==> src/rtl/traverse_addr_gen.sv <==
// traverse_addr_gen
//   Walks a width x height element grid, producing one source read address
//   per GET_DATA phase and one destination write address per WRITE_BACK phase
//   of the accelerator's phase controller. Indices advance once per
//   WRITE_BACK, so each element costs one full phase pass.
//
// Build option:
//   TRAVERSE_STRIDE_EN  when defined, adds the cfg_stride port and uses it as
//                       the row step. When undefined, the row step is the
//                       latched width, which packs the rows densely.
//
// Ports:
//   clk, rst_n          clock, synchronous active-low reset
//   start               launch request, ignored while busy
//   state[2:0]          accelerator phase code
//   cfg_src_base/dst    buffer base addresses, latched at launch
//   cfg_width/height    grid dimensions, latched at launch
//   cfg_stride          row step (TRAVERSE_STRIDE_EN only)
//   rd_en/rd_addr       source read strobe and address
//   wr_en/wr_addr       destination write strobe and address
//   cur_x/cur_y         registered column/row index
//   busy                traversal in progress
//   finish              one-cycle completion pulse
module traverse_addr_gen #(
  parameter int ADDR_W = 16,
  parameter int DIM_W  = 8
) (
  input  logic              clk,
  input  logic              rst_n,
  input  logic              start,
  input  logic [2:0]        state,
  input  logic [ADDR_W-1:0] cfg_src_base,
  input  logic [ADDR_W-1:0] cfg_dst_base,
  input  logic [DIM_W-1:0]  cfg_width,
  input  logic [DIM_W-1:0]  cfg_height,
`ifdef TRAVERSE_STRIDE_EN
  input  logic [ADDR_W-1:0] cfg_stride,
`endif
  output logic              rd_en,
  output logic [ADDR_W-1:0] rd_addr,
  output logic              wr_en,
  output logic [ADDR_W-1:0] wr_addr,
  output logic [DIM_W-1:0]  cur_x,
  output logic [DIM_W-1:0]  cur_y,
  output logic              busy,
  output logic              finish
);

  typedef enum logic [2:0] {
    PH_IDLE       = 3'b000,
    PH_GET_PARAM  = 3'b001,
    PH_GET_DATA   = 3'b010,
    PH_EX         = 3'b011,
    PH_WRIT_PRE   = 3'b100,
    PH_WRITE_BACK = 3'b101,
    PH_DONE       = 3'b110
  } phase_e;

  logic [DIM_W-1:0]  x_q, y_q;
  logic [DIM_W-1:0]  width_q, height_q;
  logic [ADDR_W-1:0] src_row_q, dst_row_q;
  logic [ADDR_W-1:0] row_step;
  logic              busy_q, finish_q;
  logic              is_wb, last_col, last_row;

`ifdef TRAVERSE_STRIDE_EN
  logic [ADDR_W-1:0] stride_q;
  assign row_step = stride_q;
`else
  assign row_step = ADDR_W'(width_q);
`endif

  assign is_wb    = (state == PH_WRITE_BACK);
  assign last_col = (x_q == width_q  - DIM_W'(1));
  assign last_row = (y_q == height_q - DIM_W'(1));

  always_ff @(posedge clk) begin
    if (!rst_n) begin
      busy_q    <= 1'b0;
      finish_q  <= 1'b0;
      x_q       <= '0;
      y_q       <= '0;
      src_row_q <= '0;
      dst_row_q <= '0;
      width_q   <= '0;
      height_q  <= '0;
`ifdef TRAVERSE_STRIDE_EN
      stride_q  <= '0;
`endif
    end else begin
      finish_q <= 1'b0;
      if (!busy_q) begin
        if (start) begin
          width_q   <= cfg_width;
          height_q  <= cfg_height;
`ifdef TRAVERSE_STRIDE_EN
          stride_q  <= cfg_stride;
`endif
          x_q       <= '0;
          y_q       <= '0;
          src_row_q <= cfg_src_base;
          dst_row_q <= cfg_dst_base;
          // An empty grid completes immediately without ever going busy.
          if (cfg_width == '0 || cfg_height == '0) finish_q <= 1'b1;
          else                                     busy_q   <= 1'b1;
        end
      end else if (is_wb) begin
        if (!last_col) begin
          x_q <= x_q + DIM_W'(1);
        end else if (last_row) begin
          // Final element: indices hold their last values.
          busy_q   <= 1'b0;
          finish_q <= 1'b1;
        end else begin
          x_q       <= '0;
          y_q       <= y_q + DIM_W'(1);
          src_row_q <= src_row_q + row_step;
          dst_row_q <= dst_row_q + row_step;
        end
      end
    end
  end

  // Addresses are always driven; only the strobes depend on the phase.
  assign rd_addr = src_row_q + ADDR_W'(x_q);
  assign wr_addr = dst_row_q + ADDR_W'(x_q);
  assign rd_en   = busy_q && (state == PH_GET_DATA);
  assign wr_en   = busy_q && is_wb;
  assign cur_x   = x_q;
  assign cur_y   = y_q;
  assign busy    = busy_q;
  assign finish  = finish_q;

endmodule
==> config.mk <==
export PLATFORM = sky130hd
export DESIGN_NAME = traverse_addr_gen
export DESIGN_NICKNAME = d
export VERILOG_FILES = /design/src/rtl/traverse_addr_gen.sv
export SDC_FILE = /design/constraint.sdc
export NUM_CORES = 1
export LEC_CHECK = 0
export CAP_MARGIN = 20
export CORE_MARGIN = 2
export CORE_UTILIZATION = 40
export CTS_CLUSTER_DIAMETER = 40
export DETAILED_ROUTE_END_ITERATION = 7
export PLACE_DENSITY_LB_ADDON = 0.05
export REMOVE_ABC_BUFFERS = 1
export SETUP_SLACK_MARGIN = 0.02
export SLEW_MARGIN = 0
export SYNTH_ARGS = -nofsm -noshare
export SYNTH_HDL_FRONTEND = slang
export SYNTH_SLANG_ARGS = --single-unit
export TNS_END_PERCENT = 5
==> constraint.sdc <==
create_clock -name clk -period 3.3 [get_ports clk]
set_input_delay 0.495 -clock clk [delete_from_list [all_inputs] [get_ports clk]]
set_output_delay 0.495 -clock clk [all_outputs]
set_load 0.02 [all_outputs]
==> results.env <==
SHARE_SEQ_OF_TOTAL_POWER_PCT=36.2
GRT_PASS1_WL_MM=28.8
ARRIVAL_NS=2.64
POST-CTS-SETUP-BUFFERS=0
POWER.DENSITY_nW_PER_UM2=353
DRT-INITIAL-DRC-COUNT=439
REG2REG_SLACK_NS=0.21
POST-PLACE-WS_NS=-0.147
CTS_BUFFER_COUNT=9
POSTSYNTHREGISTERBITS=66
DRCVIOLATIONCOUNT=0
GRT_BUSIEST_LAYER='met2'
LAYOUT-DRIVE-GT1-SHARE_PCT=11.7
INTERNAL_POWER_mW=1.74
RSZ0062_AT_GRT='true'
CTS.SINKS=66
COMBPWRFRAC_PCT=23.5
YOSYS.AREA.TOP_TYPE='sky130_fd_sc_hd__dfxtp_1'
FINAL_NET_COUNT=907
VIAS_PER_CELL=5.79
FMAX_MHz=319
ROUTED_WL_MM=17.8
GRT_USE_MET2_PCT=41.4
YS.FLOP_TYPE='sky130_fd_sc_hd__dfxtp_1'
MIN_PERIOD_NS=3.14
MOST_INSTANTIATED_CELLS_AFTER_SYNTHESIS='sky130_fd_sc_hd__nand2_1, sky130_fd_sc_hd__dfxtp_1, sky130_fd_sc_hd__a21oi_1, sky130_fd_sc_hd__nor2_1, sky130_fd_sc_hd__ha_1'
LAYOUT_SETUP_WS_NS=0.162
YOSYS.AREA.TOP_TYPE_SHARE_PCT=24.5
R2R_START='height_q[1]'
CLOCK_TREE.ROOT_CELL='sky130_fd_sc_hd__clkbuf_16'
RUN_STATUS='completed'
TIMING.CRITICAL_PATH.TO_TYPE='output port'
P_SW_SHARE_PCT=30.0
STARTPOINT='cur_x[1]'
COUNT_OF_FLIP_FLOPS_WITH_A_BUILT_IN_ENABLE_AFTER_SYNTHESIS=0
DIE_AREA_SQ_UM=14400
DRTANTENNAVIOLNETS=0
CP_DATA_REQUIRED_TIME_NS=2.80
SHARE_CLK_OF_TOTAL_POWER_PCT=40.3
POST_SYN_INSTANCES=700
WORST_IR_DROP_VDD_V=0.000213
R2R_CELLS=10
FIN_TOTAL_PWR_mW=2.48
CRITPATHKIND='reg -> out'
SYNTH.YOSYS.SEQ_AREA_SHARE_PCT=24.5
POST_SYNTH.CELL_AREA_AVG_SQ_UM=7.70
POST-SYNTH-TOP-COUNT-CELL='sky130_fd_sc_hd__nand2_1'
VIA_COUNT=5760
FINCLKSKEW_NS=0.00703
DRV_CAP=0
COMBINED_GLOBAL_ROUTE_UTILIZATION_OF_ALL_METAL_LAYERS_PCT=25.2
DR.PASS1.ITERS=5
CLK_PATH_BUF_DEPTH=2
LAYOUT.FILLER_CELLS=1331
FLOORPLAN.DIE.WIDTH_UM=120
NUMBER_OF_STANDARD_CELL_ROWS_IN_THE_FLOORPLAN=42
GLOBAL_ROUTE.OVERFLOW_TOTAL=0
FINALWEIGHTEDCONGESTION=0.863
ANTENNA_FOUND_INITIAL=0
PIN_COUNT=106
DPL.HPWL_MM=12.9
SETUP_VIOL=0
DETAIL_ROUTE.WL_PER_CELL_UM=17.9
GRT_PASS1_VIAS=5670
R2R_ENDPOINT='dst_row_q[14]'
HOLD_VIOL_FINAL=0
WORSTSETUPSTARTPOINTTYPE='register'
SLEW_VIOLATIONS=0
PORTBUFFERS=105
HOLDCRITPATHCLASS='reg -> reg'
YS_TOP_CELLS_BY_AREA='sky130_fd_sc_hd__dfxtp_1, sky130_fd_sc_hd__ha_1, sky130_fd_sc_hd__nand2_1'
DESIGN.CORE.AREA_SQ_UM=13200
RATIO_OF_FINAL_MINIMUM_PERIOD_TO_CLOCK_PERIOD_PCT=95.1
FINAL_CORE_UTIL_PCT=53.4
GLOBALROUTEMET3UTIL_PCT=3.47
ENDPOINT='wr_addr[13]'
GR-USAGE-MET1_PCT=33.4
ANTENNA_CELLS=0
RELATIVE_SLEW_SLACK_PCT=50.6
POWER_LEAKAGE_nW=2.83
GRT_MAX_DEGREE=46
CP_MAX_FO=7
TIGHTEST_SLEW_NS=0.738
HTREE_LEVELS=3
NET-SWITCHING-POWER_uW=745
CLK_TRANSITION_REPORTED_PATHS_NS=0.06
FLOORPLAN.DIE.HEIGHT_UM=120
YOSYSWARNINGCOUNT=0
ASYNCSETRESETFLOPFRACSYNTH_PCT=0
SYN-CELL-AREA_SQ_UM=5390
INITIAL_UTILIZATION_PCT=40.9
POST_SYNTH_NUM_CELL_TYPES=76
CTS_TREE='yes'
LAYOUT-AREA-OVERHEAD-VS-SYNTH_PCT=30.7
WORSTSKEWPAIRLATENCY_NS=0.34
[flip-flops by register name (all words and copies together), names as in the netlist]
name       count
cur_x          8
src_row_q     16
dst_row_q     16
cur_y          8
width_q        8
finish         1
height_q       8
busy           1
[layout by cell type, fill, tap and decap left out, types with 5 or more instances in the layout]
cell type | synthesis | layout
sky130_fd_sc_hd__a221oi_1 | 8 | 8
sky130_fd_sc_hd__or4_1 | 5 | 5
sky130_fd_sc_hd__and2_1 | 6 | 6
sky130_fd_sc_hd__clkbuf_2 | 0 | 5
sky130_fd_sc_hd__o21ai_0 | 35 | 30
sky130_fd_sc_hd__a21oi_1 | 57 | 53
sky130_fd_sc_hd__o31ai_1 | 5 | 5
sky130_fd_sc_hd__o221a_2 | 6 | 6
sky130_fd_sc_hd__nor3_1 | 35 | 35
sky130_fd_sc_hd__a22oi_1 | 6 | 6
sky130_fd_sc_hd__nand2_1 | 94 | 94
sky130_fd_sc_hd__inv_1 | 22 | 22
sky130_fd_sc_hd__dlygate4sd2_1 | 0 | 7
sky130_fd_sc_hd__nand3_1 | 14 | 14
sky130_fd_sc_hd__mux2i_1 | 7 | 7
sky130_fd_sc_hd__o32ai_1 | 6 | 6
sky130_fd_sc_hd__nor2_1 | 46 | 46
sky130_fd_sc_hd__clkbuf_16 | 0 | 9
sky130_fd_sc_hd__clkdlybuf4s50_1 | 0 | 84
sky130_fd_sc_hd__o21a_1 | 9 | 9
sky130_fd_sc_hd__a21o_1 | 7 | 7
sky130_fd_sc_hd__xor2_1 | 17 | 17
sky130_fd_sc_hd__ha_1 | 36 | 36
sky130_fd_sc_hd__nor2b_1 | 15 | 13
sky130_fd_sc_hd__dfxtp_1 | 66 | 64
sky130_fd_sc_hd__or3_1 | 6 | 6
sky130_fd_sc_hd__a211oi_1 | 18 | 18
sky130_fd_sc_hd__buf_2 | 5 | 5
sky130_fd_sc_hd__nand2b_1 | 6 | 6
sky130_fd_sc_hd__nand4_1 | 12 | 12
sky130_fd_sc_hd__buf_4 | 1 | 38
sky130_fd_sc_hd__xnor2_1 | 29 | 29
sky130_fd_sc_hd__o21bai_1 | 5 | 5
[critical path: stages, from the launching register on]
cell and delay [ns]:
sky130_fd_sc_hd__dfxtp_1 0.31, sky130_fd_sc_hd__buf_4 0.16, sky130_fd_sc_hd__ha_1 0.29, sky130_fd_sc_hd__a21o_1 0.18
sky130_fd_sc_hd__a21o_1 0.20, sky130_fd_sc_hd__a21oi_2 0.17, sky130_fd_sc_hd__o21ai_1 0.15, sky130_fd_sc_hd__a21oi_2 0.27
sky130_fd_sc_hd__nor2_1 0.08, sky130_fd_sc_hd__xor2_1 0.14, sky130_fd_sc_hd__dlygate4sd2_1 0.35
[worst min path at each step]
stage                startpoint     endpoint  slack, ns  cells after the start
floorplan           height_q[7]  height_q[7]       0.47                      2
global placement    height_q[7]  height_q[7]       0.49                      2
detailed placement  height_q[7]  height_q[7]       0.49                      2
CTS                 height_q[7]  height_q[7]       0.50                      2
global route        height_q[7]  height_q[7]       0.54                      2
finish              height_q[7]  height_q[7]       0.50                      2
[per-stage QoR]
step	area (sq um)	cells	hold WS, ns	setup TNS (ns)
6_report	7040	994	0.499	0
3_3_place_gp	6760	978	0.487	-0.346
2_1_floorplan	5200	660	0.473	-8.81
3_5_place_dp	6760	978	0.492	-0.479
5_1_grt	7040	994	0.539	-0.0139
4_1_cts	7060	994	0.497	-0.0857
[cells by family (layout without fill, tap and decap cells)]
group | Yosys count | count (layout) | synth area share (%)
flops | 66 | 66 | 24.5
compound gates | 211 | 211 | 27.2
xor+xnor | 47 | 47 | 7.78
mux | 8 | 8 | 1.51
buf+inv | 65 | 183 | 5.27
fa+ha+maj | 40 | 40 | 9.84
simple gates | 263 | 263 | 23.9
[final cells by class]
type / count / area (sq um) / area share [%]
clock buffers: 14 / 264 / 3.75
repair buffers: 142 / 1280 / 18.2
well taps: 176 / 220 / 3.13
multi-input cells: 569 / 3820 / 54.3
flip-flops and latches: 66 / 1320 / 18.8
clock inverters: 2 / 35.0 / 0.498
inverters: 25 / 93.8 / 1.33
[metal layers]
| layer | share of wire, % | wire length (um) |
|---|---|---|
| met1 | 45 | 8090 |
| met3 | 5.1 | 909 |
| met5 | 0 | 0 |
| met4 | 2.3 | 403 |
| met2 | 47 | 8400 |
[power by group through the flow]
| stage | logic, mW | clock network (mW) | registers, mW |
|---|---|---|---|
| 2_1_floorplan | 0.348 | 0 | 0.908 |
| 3_3_place_gp | 0.579 | 0 | 0.914 |
| 3_5_place_dp | 0.591 | 0 | 0.915 |
| 4_1_cts | 0.584 | 1.01 | 0.898 |
| 5_1_grt | 0.639 | 1.05 | 0.905 |
| 6_report | 0.583 | 1.00 | 0.899 |
[what timing repair did]
action | in CTS | in global routing
gates resized for setup | 48 | 28
hold buffers | 0 | 0
endpoints found under the setup margin | 20 | 27
pin swaps | 5 | 9
No activity file was read; power rests on OpenSTA's default activity.
